### src/rtl/puf_challenge_sequencer.sv
// RO-PUF challenge sequencer: steps a latched 16-bit challenge one bit per round and
// drives the round/count timing bus, RO enables and strobes for the response register.
module puf_challenge_sequencer #(
    parameter int ROUNDS     = 16,
    parameter int SAMPLE_CNT = 25,
    parameter int IDLE_CNT   = 31
) (
    input  logic        clk,
    input  logic        Reset_n,
    input  logic        chal_valid,
    output logic        chal_ready,
    input  logic [15:0] challenge,
    input  logic        abort,
    output logic [3:0]  round,
    output logic [4:0]  count,
    output logic        ro_sel,
    output logic        ro_en,
    output logic        ro_clr,
    output logic        sample,
    output logic        busy,
    output logic        done
);

    typedef enum logic [1:0] {IDLE, RUN, DONE} state_t;

    state_t      state, state_n;
    logic [15:0] chal_q, chal_n;
    logic [3:0]  round_n;
    logic [4:0]  count_n;
    logic        chal_ready_n, ro_sel_n, ro_en_n, ro_clr_n, sample_n, busy_n, done_n;

    // Every output is registered: this block computes the values they take after the edge.
    always_comb begin
        // NOTE: every signal gets a default first so no path through the case leaves it
        // unassigned; an unassigned path would infer a latch.
        state_n      = state;
        chal_n       = chal_q;
        round_n      = '0;
        count_n      = 5'(IDLE_CNT);
        chal_ready_n = 1'b0;
        ro_sel_n     = 1'b0;
        ro_en_n      = 1'b0;
        ro_clr_n     = 1'b0;
        sample_n     = 1'b0;
        busy_n       = 1'b0;
        done_n       = 1'b0;

        case (state)
            IDLE: begin
                if (chal_valid && chal_ready) begin
                    chal_n  = challenge;
                    state_n = RUN;
                    count_n = '0;
                end else begin
                    chal_ready_n = 1'b1;
                end
            end
            RUN: begin
                if (abort) begin
                    state_n      = IDLE;
                    chal_ready_n = 1'b1;
                end else if (count == 5'(SAMPLE_CNT)) begin
                    // Last round ends in DONE rather than wrapping the round counter.
                    if (round == 4'(ROUNDS - 1)) begin
                        state_n = DONE;
                        done_n  = 1'b1;
                    end else begin
                        round_n = round + 4'd1;
                        count_n = '0;
                    end
                end else begin
                    round_n = round;
                    count_n = count + 5'd1;
                end
            end
            DONE: begin
                state_n      = IDLE;
                chal_ready_n = 1'b1;
            end
            default: state_n = IDLE;
        endcase

        if (state_n == RUN) begin
            busy_n   = 1'b1;
            ro_en_n  = 1'b1;
            ro_sel_n = chal_n[round_n];
            ro_clr_n = (count_n == 5'd0);
            sample_n = (count_n == 5'(SAMPLE_CNT));
        end
    end

    always_ff @(posedge clk) begin
        // NOTE: state registers use non-blocking assignments so every flop samples the
        // pre-edge values, independent of statement order.
        if (!Reset_n) begin
            state      <= IDLE;
            chal_q     <= '0;
            round      <= '0;
            count      <= 5'(IDLE_CNT);
            chal_ready <= 1'b1;
            ro_sel     <= 1'b0;
            ro_en      <= 1'b0;
            ro_clr     <= 1'b0;
            sample     <= 1'b0;
            busy       <= 1'b0;
            done       <= 1'b0;
        end else begin
            state      <= state_n;
            chal_q     <= chal_n;
            round      <= round_n;
            count      <= count_n;
            chal_ready <= chal_ready_n;
            ro_sel     <= ro_sel_n;
            ro_en      <= ro_en_n;
            ro_clr     <= ro_clr_n;
            sample     <= sample_n;
            busy       <= busy_n;
            done       <= done_n;
        end
    end

endmodule

### config.mk
export PLATFORM = sky130hd
export DESIGN_NAME = puf_challenge_sequencer
export DESIGN_NICKNAME = d
export VERILOG_FILES = /design/src/rtl/puf_challenge_sequencer.sv
export SDC_FILE = /design/constraint.sdc
export NUM_CORES = 1
export LEC_CHECK = 0
export ABC_CLOCK_PERIOD_IN_PS = 2600
export CAP_MARGIN = 20
export CORE_ASPECT_RATIO = 1.75
export CORE_MARGIN = 5
export CORE_UTILIZATION = 49
export DETAILED_ROUTE_END_ITERATION = 8
export GPL_TIMING_DRIVEN = 0
export PLACE_DENSITY = 0.79
export SYNTH_ARGS = -nofsm -noshare
export SYNTH_HDL_FRONTEND = slang
export SYNTH_SLANG_ARGS = --single-unit
export TNS_END_PERCENT = 5
### constraint.sdc
create_clock -name clk -period 2.6 [get_ports clk]
set_input_delay 0.39 -clock clk [delete_from_list [all_inputs] [get_ports clk]]
set_output_delay 0.39 -clock clk [all_outputs]
set_load 0.005 [all_outputs]
**Word-level counts from Yosys, hierarchy flattened**

Cells that the tools add are included.

- Bits of input ports: 20
- Register bits after elaboration: 33

- Reductions and logical operators: 5
- Mux-type cells: 23
- Add/sub/neg operators: 2
- Bitwise logic cells: 3
- Order comparisons: 1
- Equal/unequal tests: 6

Operators by type and width:

| cell | count |
|---|---|
| 2-to-1 mux 16 bit | 2 |
| 2-to-1 mux 5 bit | 4 |
| 2-to-1 mux 4 bit | 4 |
| equality test 5 bit (second input constant) | 2 |
| one-hot mux 5 bit (2 select lines) | 1 |
| 2-to-1 mux 2 bit | 4 |
| adder 5 x 1 -> 5 bit (second input constant) | 1 |
| logical NOT 5 bit | 1 |
| less-than comparator 4 x 5 -> 1 bit (second input constant) | 1 |
| 2-to-1 mux 1 bit | 5 |
| adder 4 x 1 -> 4 bit (second input constant) | 1 |
| binary-select mux 1 bit (select 4 bit) | 1 |
| equality test 2 x 1 -> 1 bit (second input constant) | 2 |
| equality test 4 bit (second input constant) | 1 |
| one-hot mux 2 bit (2 select lines) | 1 |
| OR reduction 4 bit | 1 |
| inverter 1 bit | 3 |
| one-hot mux 1 bit (3 select lines) | 1 |
| equality test 2 bit (second input constant) | 1 |
| logical NOT 2 bit | 1 |
| AND reduction 2 bit | 1 |
| logical AND 1 bit | 1 |

**Longest topological paths before layout**

Gate-level depths: netlist of the first run.

- Depth in word-level cells: 7
- Mapped depth: 9

**Worst setup path after synthesis of the first run**

OpenSTA, ideal clock, no wires.

- Path kind: register to register
- From: reg count[0]
- To: reg ro_sel
- Required time: 2.477 ns
- Library setup time: 0.123 ns
- Cell stages (with the launch flop): 9
- Setup slack: 0.449 ns
- Period minus slack after synthesis: 2.151 ns
- Data arrival time: 2.028 ns
- Cell sequence: dfxtp_1 > ha_1 > and4b_4 > xnor2_4 > or2_0 > buf_6 > a2111oi_0 > or4_1 > o2bb2ai_1

- Word-level cells in the longest chain between the ends: 6
- Elaborated cells between the ends (all ways): 11
- Those cells by class: eq/ne (2); mux (8); reduce/logical (1)

RTL lines:

| element | line | source |
|---|---|---|
| start: declaration | 15 | `output logic [4:0] count,` |
| start signal: assignment | 99 | `count <= 5'(IDLE_CNT);` |
| start signal: assignment | 111 | `count <= count_n;` |
| equality test 5 bit * | 62 | `end else if (count == 5'(SAMPLE_CNT)) begin` |
| 2-to-1 mux 4 bit / 2-to-1 mux 2 bit (equally long branches) | 62 |  |
| 2-to-1 mux 4 bit / 2-to-1 mux 2 bit (equally long branches) | 59 | `if (abort) begin` |
| 2-to-1 mux 4 bit / one-hot mux 2 bit (2 select lines) (equally long branches) | 48 | `case (state)` |
| binary-select mux 1 bit (select 4 bit) / equality test 2 x 1 -> 1 bit (equally long branches) | 86, 83 |  |
| 2-to-1 mux 1 bit (implied by the code) / AND reduction 2 bit (equally long branches) | - |  |
| end signal: assignment | 113 | `ro_sel <= ro_sel_n;` |
| end: declaration | 16 | `output logic ro_sel,` |

Mark *: on every way between the ends. The rest lies on a longest branch, timed or not. The select of a mux whose other input is x is not followed.
A chain may end at the register's enable or synchronous reset.

**Worst setup path in the final report of the first run**

Same ends and word-level chain as after synthesis.

==> flow_metrics.py, run 1 <==
metrics = {
    "die": {
        "die_h_um": 83.63,
        "dieArea_um2": 4354,
        "die_w_um": 52.07,
        "coreArea_um2": 2960,
        "num_io_pins": 36,
        "rows": 26,
        "initial_core_util": 0.5127,
    },
    "routing": {
        "dr.first_iter.drc_count": 14,
        "drt_pre_antenna_iters": 2,
        "post_drt_wl_per_cell_um": 14.64,
        "postRouteAntennaNets": 0,
        "route.vias.total": 1300,
        "wirelength_um": 3470,
        "viasPerCell": 5.485,
        "drc_errors": 0,
    },
    "placed_design": {
        "hpwl_um": 2698,
        "portBuffers": 35,
        "numPlacedInstances": 230,
        "place.gp.congestion": 0.8564,
    },
    "setup_path": {
        "r2r-start": "count[0]",
        "rr_worst_depth": 8,
        "crit_required_ns": 2.76,
        "reg2reg_slack_ns": 0.12,
        "startpoint": "count[0]",
        "critPathArrivalTime_ns": 2.64,
        "path_class": "flip-flop to flip-flop",
        "rr_endpoint": "ro_sel",
        "cp_max_fo": 9,
        "crit_path_end_kind": "flip-flop",
        "cp-start-kind": "flip-flop",
        "critical_path.endpoint": "ro_sel",
    },
    "global_routing": {
        "first_global_vias": 1367,
        "grt_max_degree": 11,
        "use_met3": 0.06082,
        "met2_usage": 0.3093,
        "grt_overflow": 0,
        "use_met1": 0.1804,
        "antenna_found_initial": 0,
        "grt_usage": 0.1783,
        "grt_pass1_wl_um": 5906,
        "grt_most_used_layer": "met2",
    },
    "logic_synthesis": {
        "synthDistinctLibCells": 40,
        "synth_top_cells_by_area": "dfxtp_1 (44%), mux2i_1 (11%), nor2_1 (5.7%), a2111oi_0 (4.6%), nor3b_1 (4.5%)",
        "synthArstFlopShare": 0,
        "yosysTopAreaCell": "dfxtp_1",
        "yosys_warnings": 0,
        "syn_area_per_cell_um2": 9.920,
        "netlist_top_cells_count": "dfxtp_1 (33), nor2_1 (23), mux2i_1 (16)",
        "syn_area_um2": 1518,
        "ys_seq_area_frac": 0.4353,
        "synth-main-ff-cell": "dfxtp_1",
        "synth_edf_count": 0,
        "ys_seq_elements": 33,
        "yosysMostFrequentCell": "dfxtp_1",
        "syn-num-nets": 176,
        "synth_top_area_share": 0.4353,
        "syn_inst": 153,
    },
    "finish": {
        "fin_cells": 237,
        "final_util": 0.6788,
        "fin_nets": 218,
        "regArea_um2": 660.6,
        "multi_input_area_um2": 783.3,
        "fillers": 233,
        "layout-drive-gt1-share": 0.09231,
        "antenna_cells": 0,
        "areaGrowthSynthToFinish_pct": 32.40,
    },
    "timing": {
        "worst_pin_slew_ns": 0.5537,
        "maxSlewHeadroom": 0.6270,
        "setup_tns_ns": 0,
        "rsz0062_at_grt": "false",
        "timing.fmax_mhz": 403.6,
        "setup_violations": 0,
        "whs_ns": 0.4978,
        "period_minus_slack_ns": 2.478,
        "skew_ns": 0.008027,
        "finalHoldViolCount": 0,
        "fin_crit_sh": 0.9530,
        "maxSlewViolCount": 0,
    },
    "cts": {
        "cts_tree": "done",
        "hold_buffers": 0,
        "cts.sink_count": 33,
        "post-cts-setup-buffer-count": 0,
        "ctsResizeCount": 0,
        "htreeDepth": 2,
        "cts_buffers": 5,
        "cts_max_path_buffers": 2,
        "clk_pin_slew_ns": 0.06,
        "clk_latency_ns": 0.28,
        "root_buffer": "clkbuf_8",
    },
    "pwr": {
        "power_w": 0.001137,
        "p_per_area_nw_per_um2": 565.9,
        "leakage_nw": 0.7463,
        "ir_worst_vdd_mv": 0.5168,
    },
    "job": {
        "drv_cap": 0,
    },
    "hold_path": {
        "hp-class": "flip-flop to flip-flop",
    },
    "run_status": {
        "outcome": "finished clean",
    },
}
[layout by cell type (no fill, tap or decap), drive strengths merged]
| cell type | Yosys | routed |
|---|---|---|
| a2111oi | 8 | 8 |
| a211oi | 1 | 1 |
| a21boi | 2 | 2 |
| a21oi | 3 | 3 |
| and2 | 1 | 1 |
| and4b | 1 | 1 |
| and4bb | 1 | 1 |
| buf | 5 | 5 |
| clkbuf | 2 | 9 |
| clkdlybuf4s50 | 0 | 35 |
| dfxtp | 33 | 33 |
| ha | 3 | 3 |
| inv | 5 | 5 |
| mux2 | 1 | 1 |
| mux2i | 16 | 16 |
| nand2 | 4 | 4 |
| nand3 | 3 | 3 |
| nand3b | 1 | 1 |
| nand4 | 1 | 1 |
| nand4b | 1 | 1 |
| nor2 | 23 | 23 |
| nor2b | 1 | 1 |
| nor3 | 2 | 2 |
| nor3b | 10 | 10 |
| nor4 | 1 | 1 |
| o2111ai | 1 | 1 |
| o21a | 1 | 1 |
| o21ai | 12 | 12 |
| o2bb2ai | 1 | 1 |
| or2 | 2 | 2 |
| or3 | 1 | 1 |
| or4 | 1 | 1 |
| xnor2 | 1 | 1 |
| xor2 | 4 | 4 |
[critical path, cell delays in order (launching register included)]
cell       delay, ns
dfxtp_1         0.45
ha_1            0.24
and4b_4         0.33
xnor2_4         0.19
or2_0           0.19
buf_6           0.14
a2111oi_0       0.08
or4_1           0.58
o2bb2ai_1       0.15
[where the power goes]
part | switching [W] | internal, W
registers | 0.0000185 | 0.000537
clock network | 0.000168 | 0.000210
logic | 0.0000931 | 0.000111
[cells by family after synthesis]
family,synth area share
buffers and inverters,0.05029
adders and majority gates,0.02473
muxes,0.1129
AOI/OAI and AO/OA,0.1294
DFF,0.4353
and+or+nand+nor,0.2061
xor gates and xnor gates,0.04122
[area by class of cell]
type                       instances  area share
buffer                             7     0.02864
clock buffer                       7     0.04296
inverter                           5    0.009340
multi-input combinational        108      0.3898
sequential                        33      0.3288
tap                               42     0.02615
timing repair buffer              35      0.1743
[worst min-delay path by stage]
stage | from | end | slack, ns | depth (start not counted)
6_report | chal_q[5] | chal_q[5] | 0.50 | 2
5_1_grt | chal_q[12] | chal_q[12] | 0.53 | 2
4_1_cts | chal_q[5] | chal_q[5] | 0.49 | 2
3_5_place_dp | chal_q[5] | chal_q[5] | 0.47 | 2
3_3_place_gp | chal_q[0] | chal_q[0] | 0.47 | 2
2_1_floorplan | chal_q[11] | chal_q[11] | 0.45 | 2
[state kept, by name, indices dropped and copies added, names as in the netlist, 2 cells and up]
name and count:
chal_q 16, state 2, round 4, count 5
[per-layer routing]
layer	vias to the layer above	routed length, µm
met1	626	1313
met3	10	197
met4	0	104
li1	633	-
met2	31	1854
met5	-	0
[through the flow]
stage | setup WS, ns | cell area [µm²]
floorplan | 0.4491 | 1518
global placement | -0.08481 | 1921
detailed placement | -0.08889 | 1921
CTS | 0.1394 | 2007
global route | 0.0004996 | 2009
finish | 0.1222 | 2009
Note: power is estimated with default switching activity, not from simulation.
==> run 2, diff against run 1 <==
--- a/config.mk
+++ b/config.mk
@@ -8,7 +8,7 @@
 export ABC_CLOCK_PERIOD_IN_PS = 2600
 export CAP_MARGIN = 20
 export CORE_ASPECT_RATIO = 1.75
-export CORE_MARGIN = 5
+export CORE_MARGIN = 4
 export CORE_UTILIZATION = 49
 export DETAILED_ROUTE_END_ITERATION = 8
 export GPL_TIMING_DRIVEN = 0
==> run 2 against run 1 <==
Clock skew about the same. Sequential share of layout area about the same. Critical path depth unchanged. Clock power down 2%. Flip-flop and latch count unchanged. Sequential power about the same. Final area about the same. Critical path type unchanged. Critical endpoint unchanged. Largest power group unchanged.
==> flow_metrics.py, run 2 (synthesis gave the netlist of run 1 again) <==
metrics = {
    "finish": {
        "top_register": "chal_q",
        "fin_nets": 218,
        "areaGrowthSynthToFinish_pct": 32.32,
        "layout_commonest_cell": "clkdlybuf4s50_1",
        "biggestRegsByFlops": "chal_q x16, count x5, round x4",
        "largest_reg_flops": 16,
        "layout-drive-gt1-share": 0.1020,
        "antenna_cells": 0,
        "layout_common_cells": "clkdlybuf4s50_1 (35), dfxtp_1 (33), nor2_1 (23)",
    },
    "setup_path": {
        "rr_worst_depth": 8,
        "cp-start-kind": "flip-flop",
        "critPathArrivalTime_ns": 2.61,
        "r2r-start": "count[0]",
        "path_class": "flip-flop to flip-flop",
        "cp_max_fo": 9,
        "startpoint": "count[0]",
        "crit_path_end_kind": "flip-flop",
        "crit_required_ns": 2.76,
    },
    "timing": {
        "setup_violations": 0,
        "skew_ns": 0.007782,
        "fin_crit_sh": 0.9402,
        "maxSlewHeadroom": 0.6297,
        "worst_pin_slew_ns": 0.5496,
        "rsz0062_at_grt": "false",
        "period_minus_slack_ns": 2.445,
        "maxSlewViolCount": 0,
        "finalHoldViolCount": 0,
        "timing.fmax_mhz": 409.1,
        "worst_slack_ns": 0.1554,
        "whs_ns": 0.4934,
    },
    "global_routing": {
        "first_global_vias": 1312,
        "antenna_found_initial": 0,
        "grt_usage": 0.1822,
        "grt_overflow": 0,
        "grt_pass1_wl_um": 5582,
        "grt_max_degree": 11,
    },
    "routing": {
        "wirelength_um": 3444,
        "post_drt_wl_per_cell_um": 14.47,
        "drt_pre_antenna_iters": 4,
        "postRouteAntennaNets": 0,
        "drc_errors": 0,
        "dr.first_iter.drc_count": 29,
        "route.vias.total": 1289,
        "viasPerCell": 5.416,
    },
    "run_status": {
        "outcome": "finished clean",
    },
    "pwr": {
        "combPwrFrac": 0.179,
        "pwr-share-seq": 0.492,
        "switching_share": 0.2630,
        "ir_worst_vdd_mv": 0.4843,
        "p_per_area_nw_per_um2": 562.7,
        "leakage_nw": 0.7469,
        "p_int_w": 0.0008329,
        "p_sw_w": 0.0002972,
        "pwr-share-clk": 0.329,
    },
    "cts": {
        "hold_buffers": 0,
        "cts.sink_count": 33,
        "cts_max_path_buffers": 2,
        "htreeDepth": 2,
        "clk_latency_ns": 0.29,
        "cts_tree": "done",
        "cts_buffers": 5,
        "post-cts-setup-buffer-count": 0,
        "clk_pin_slew_ns": 0.07,
        "root_buffer": "clkbuf_8",
    },
    "die": {
        "die_h_um": 81.63,
        "coreArea_um2": 2960,
        "die_w_um": 50.07,
        "initial_core_util": 0.5127,
        "dieArea_um2": 4087,
        "num_io_pins": 36,
        "rows": 26,
    },
    "placed_design": {
        "portBuffers": 35,
        "hpwl_um": 2658,
        "post-place-ws_ns": -0.1062,
        "place.gp.congestion": 0.8625,
    },
    "hold_path": {
        "min_from": "chal_q[7]",
        "hp-class": "flip-flop to flip-flop",
        "min_path_cells": 2,
    },
    "job": {
        "drv_cap": 0,
    },
}
==> run 2: cell type report <==
class                      instances  area, µm²
fill                             231      952.2
multi-input combinational        108      785.8
sequential                        33      660.6
timing repair buffer              35      350.3
clock buffer                       6      72.57
buffer                             7      57.56
tap                               42      52.55
inverter                           5      18.77
clock inverter                     2      10.01
==> run 2: what timing repair did <==
item | CTS | global route
setup endpoints to repair | 0 | 1
resized for setup | 0 | 1
endpoints found under the hold margin | 0 | 0
==> run 2: power groups by stage <==
stage	clock, W	combinational [W]	sequential, W
finish	0.000372	0.000202	0.000556
global route	0.000403	0.000222	0.000560
CTS	0.000382	0.000204	0.000556
detailed placement	0	0.000202	0.000568
global placement	0	0.000198	0.000564
floorplan	0	0.000119	0.000564
==> run 2: routing by layer <==
| layer | up-vias | track usage | wire, µm |
|---|---|---|---|
| li1 | 631 | - | - |
| met1 | 610 | 0.1659 | 1250 |
| met2 | 42 | 0.3442 | 1913 |
| met3 | 6 | 0.06534 | 204 |
| met4 | 0 | 0.09418 | 76 |
| met5 | - | 0 | 0 |
==> run 2: path summary, 6_finish.rpt <==
path	endpoint	slack, ns
min reg2reg	chal_q[7]	0.49
max reg2reg	ro_sel	0.16
min	chal_q[7]	0.49
max	ro_sel	0.16
==> run 2: per-stage QoR <==
stage	setup TNS, ns	total power, W	std cells	instance area, µm²	util
after floorplan	0	0.0006834	153	1518	-
after global placement	-0.08180	0.0007624	230	1921	0.6488
after detailed placement	-0.1062	0.0007700	230	1921	0.6488
after CTS	0	0.001142	238	2003	0.6767
after global routing	0	0.001185	238	2008	0.6784
final	0	0.001130	238	2008	0.6784
==> run 2: critical path, stage by stage (launching register included) <==
cell	delay (ns)
dfxtp_1	0.45
ha_1	0.24
and4b_4	0.32
xnor2_4	0.19
or2_0	0.18
buf_6	0.13
a2111oi_0	0.08
or4_1	0.57
o2bb2ai_1	0.15
==> run 3, diff against run 2 <==
--- a/config.mk
+++ b/config.mk
@@ -5,7 +5,7 @@
 export SDC_FILE = /design/constraint.sdc
 export NUM_CORES = 1
 export LEC_CHECK = 0
-export ABC_CLOCK_PERIOD_IN_PS = 2600
+export ABC_CLOCK_PERIOD_IN_PS = 2500
 export CAP_MARGIN = 20
 export CORE_ASPECT_RATIO = 1.75
 export CORE_MARGIN = 4
==> constraint.sdc (replaced) <==
create_clock -name clk -period 2.5 [get_ports clk]
set_input_delay 0.375 -clock clk [delete_from_list [all_inputs] [get_ports clk]]
set_output_delay 0.375 -clock clk [all_outputs]
set_load 0.005 [all_outputs]
==> run 3 against run 2 <==
Critical endpoint unchanged. Total power increased by 4.0%. Worst setup slack got worse by 0.052 ns. Final area rose by 0.81%. Sequential share of layout area is 0.20 points lower. Via count is 0.54% lower.
==> flow_metrics.py, run 3 (synthesis gave the netlist of run 1 again) <==
metrics = {
    "run_status": {
        "outcome": "finished clean",
    },
    "pwr": {
        "power_w": 0.001175,
        "leakage_nw": 0.7550,
        "ir_worst_vdd_mv": 0.5027,
        "p_per_area_nw_per_um2": 580.5,
    },
    "setup_path": {
        "worst_path_largest_cell_delay_ns": 0.56,
        "r2r-start": "count[1]",
        "crit_path_cell_trace": "clkdlybuf4s50_1 > and4bb_1 > buf_6 > mux2i_1 > nor3b_1 > a2111oi_0 > or4_1 > o2bb2ai_1",
        "crit_path_end_kind": "flip-flop",
        "cp_max_fo": 10,
        "path_class": "primary input to flip-flop",
        "cp_slowest_cell": "or4_1",
        "crit_required_ns": 2.66,
        "cp-start-kind": "primary input",
        "critPathArrivalTime_ns": 2.56,
        "reg2reg_slack_ns": 0.11,
        "rr_worst_depth": 9,
        "rr_endpoint": "ro_sel",
    },
    "routing": {
        "viasPerCell": 5.342,
        "drc_errors": 0,
        "wirelength_um": 3489,
        "dr.first_iter.drc_count": 40,
        "postRouteAntennaNets": 0,
        "drt_pre_antenna_iters": 4,
        "post_drt_wl_per_cell_um": 14.54,
        "route.vias.total": 1282,
    },
    "global_routing": {
        "antenna_found_initial": 0,
        "grt_pass1_wl_um": 5582,
        "grt_overflow": 0,
        "grt_max_degree": 11,
        "grt_usage": 0.1822,
        "first_global_vias": 1312,
    },
    "timing": {
        "fin_crit_sh": 0.9586,
        "timing.fmax_mhz": 417.3,
        "setup_violations": 0,
        "finalHoldViolCount": 0,
        "worst_slack_ns": 0.1035,
        "maxSlewHeadroom": 0.6285,
        "skew_ns": 0.007352,
        "worst_pin_slew_ns": 0.5515,
        "whs_ns": 0.4917,
        "maxSlewViolCount": 0,
        "period_minus_slack_ns": 2.396,
        "rsz0062_at_grt": "false",
    },
    "finish": {
        "regArea_um2": 661.9,
        "layout_common_cells": "clkdlybuf4s50_1 (35), dfxtp_1 (32), nor2_1 (23)",
        "top_register": "chal_q",
        "areaGrowthSynthToFinish_pct": 33.39,
        "largest_reg_flops": 16,
        "final_util": 0.6839,
        "multi_input_area_um2": 785.8,
        "fin_area_um2": 2024,
        "layout_commonest_cell": "clkdlybuf4s50_1",
        "biggestRegsByFlops": "chal_q x16, count x5, round x4",
        "fin_nets": 220,
        "antenna_cells": 0,
        "fillers": 230,
        "layout-drive-gt1-share": 0.1162,
    },
    "die": {
        "initial_core_util": 0.5127,
        "num_io_pins": 36,
        "die_w_um": 50.07,
        "coreArea_um2": 2960,
        "die_h_um": 81.63,
        "dieArea_um2": 4087,
        "rows": 26,
    },
    "placed_design": {
        "portBuffers": 35,
        "place.gp.congestion": 0.8625,
        "post-place-ws_ns": -0.1912,
        "placed_area_um2": 1921,
        "hpwl_um": 2658,
    },
    "hold_path": {
        "min_from": "chal_q[7]",
        "worstHoldEndpoint": "chal_q[7]",
        "min_path_cells": 2,
        "hp-class": "flip-flop to flip-flop",
    },
    "cts": {
        "cts.sink_count": 33,
        "htreeDepth": 2,
        "clk_pin_slew_ns": 0.06,
        "root_buffer": "clkbuf_8",
        "cts_max_path_buffers": 2,
        "cts_buffers": 5,
        "hold_buffers": 0,
        "cts_tree": "done",
        "clk_latency_ns": 0.29,
    },
    "job": {
        "drv_cap": 0,
    },
}
==> run 3: worst max-delay path, delay by kind of cell <==
family	cells	cell delay (ns)
and+or+nand+nor	3	1.02
buffers and inverters	2	0.67
AOI/OAI and AO/OA	2	0.25
muxes	1	0.24
==> run 3: metal layers <==
layer  up-vias  global-route usage  wire (µm)
met1       605              0.1659       1293
met3         6             0.06534        212
met4         0             0.09418         73
met2        37              0.3442       1910
met5         -                   0          0
li1        634                   -          -
==> run 3: worst max path at each step <==
stage	start	endpoint	slack, ns	cells after the start
floorplan	count[0]	ro_sel	0.35	8
finish	chal_valid	ro_sel	0.10	8
detailed placement	chal_valid	ro_sel	-0.19	9
global route	count[1]	ro_sel	0.009	9
global placement	chal_valid	ro_sel	-0.17	8
CTS	count[0]	ro_sel	0.06	8
==> run 3: cell type report <==
class / count / area share
clock inverter: 2 / 0.004944
buffer: 7 / 0.02843
clock buffer: 6 / 0.03585
timing repair buffer: 37 / 0.1805
multi-input combinational: 108 / 0.3881
sequential: 33 / 0.3269
inverter: 5 / 0.009271
tap: 42 / 0.02596
==> run 3: power by group <==
group / switching [W] / total (W) / internal [W] / leakage (nW)
clock network: 0.000192 / 0.000385 / 0.000193 / 0.0450
registers: 0.0000200 / 0.000578 / 0.000558 / 0.270
logic: 0.0000951 / 0.000212 / 0.000117 / 0.440
==> run 3: stage by stage <==
step / cells / TNS (ns)
2_1_floorplan: 153 / 0
3_3_place_gp: 230 / -0.1668
3_5_place_dp: 230 / -0.1912
4_1_cts: 238 / 0
5_1_grt: 240 / 0
6_report: 240 / 0
==> run 3: repair_timing <==
action | in CTS | in global routing
resized for setup | 0 | 2
setup buffers | 0 | 2
endpoints found under the setup margin | 0 | 1
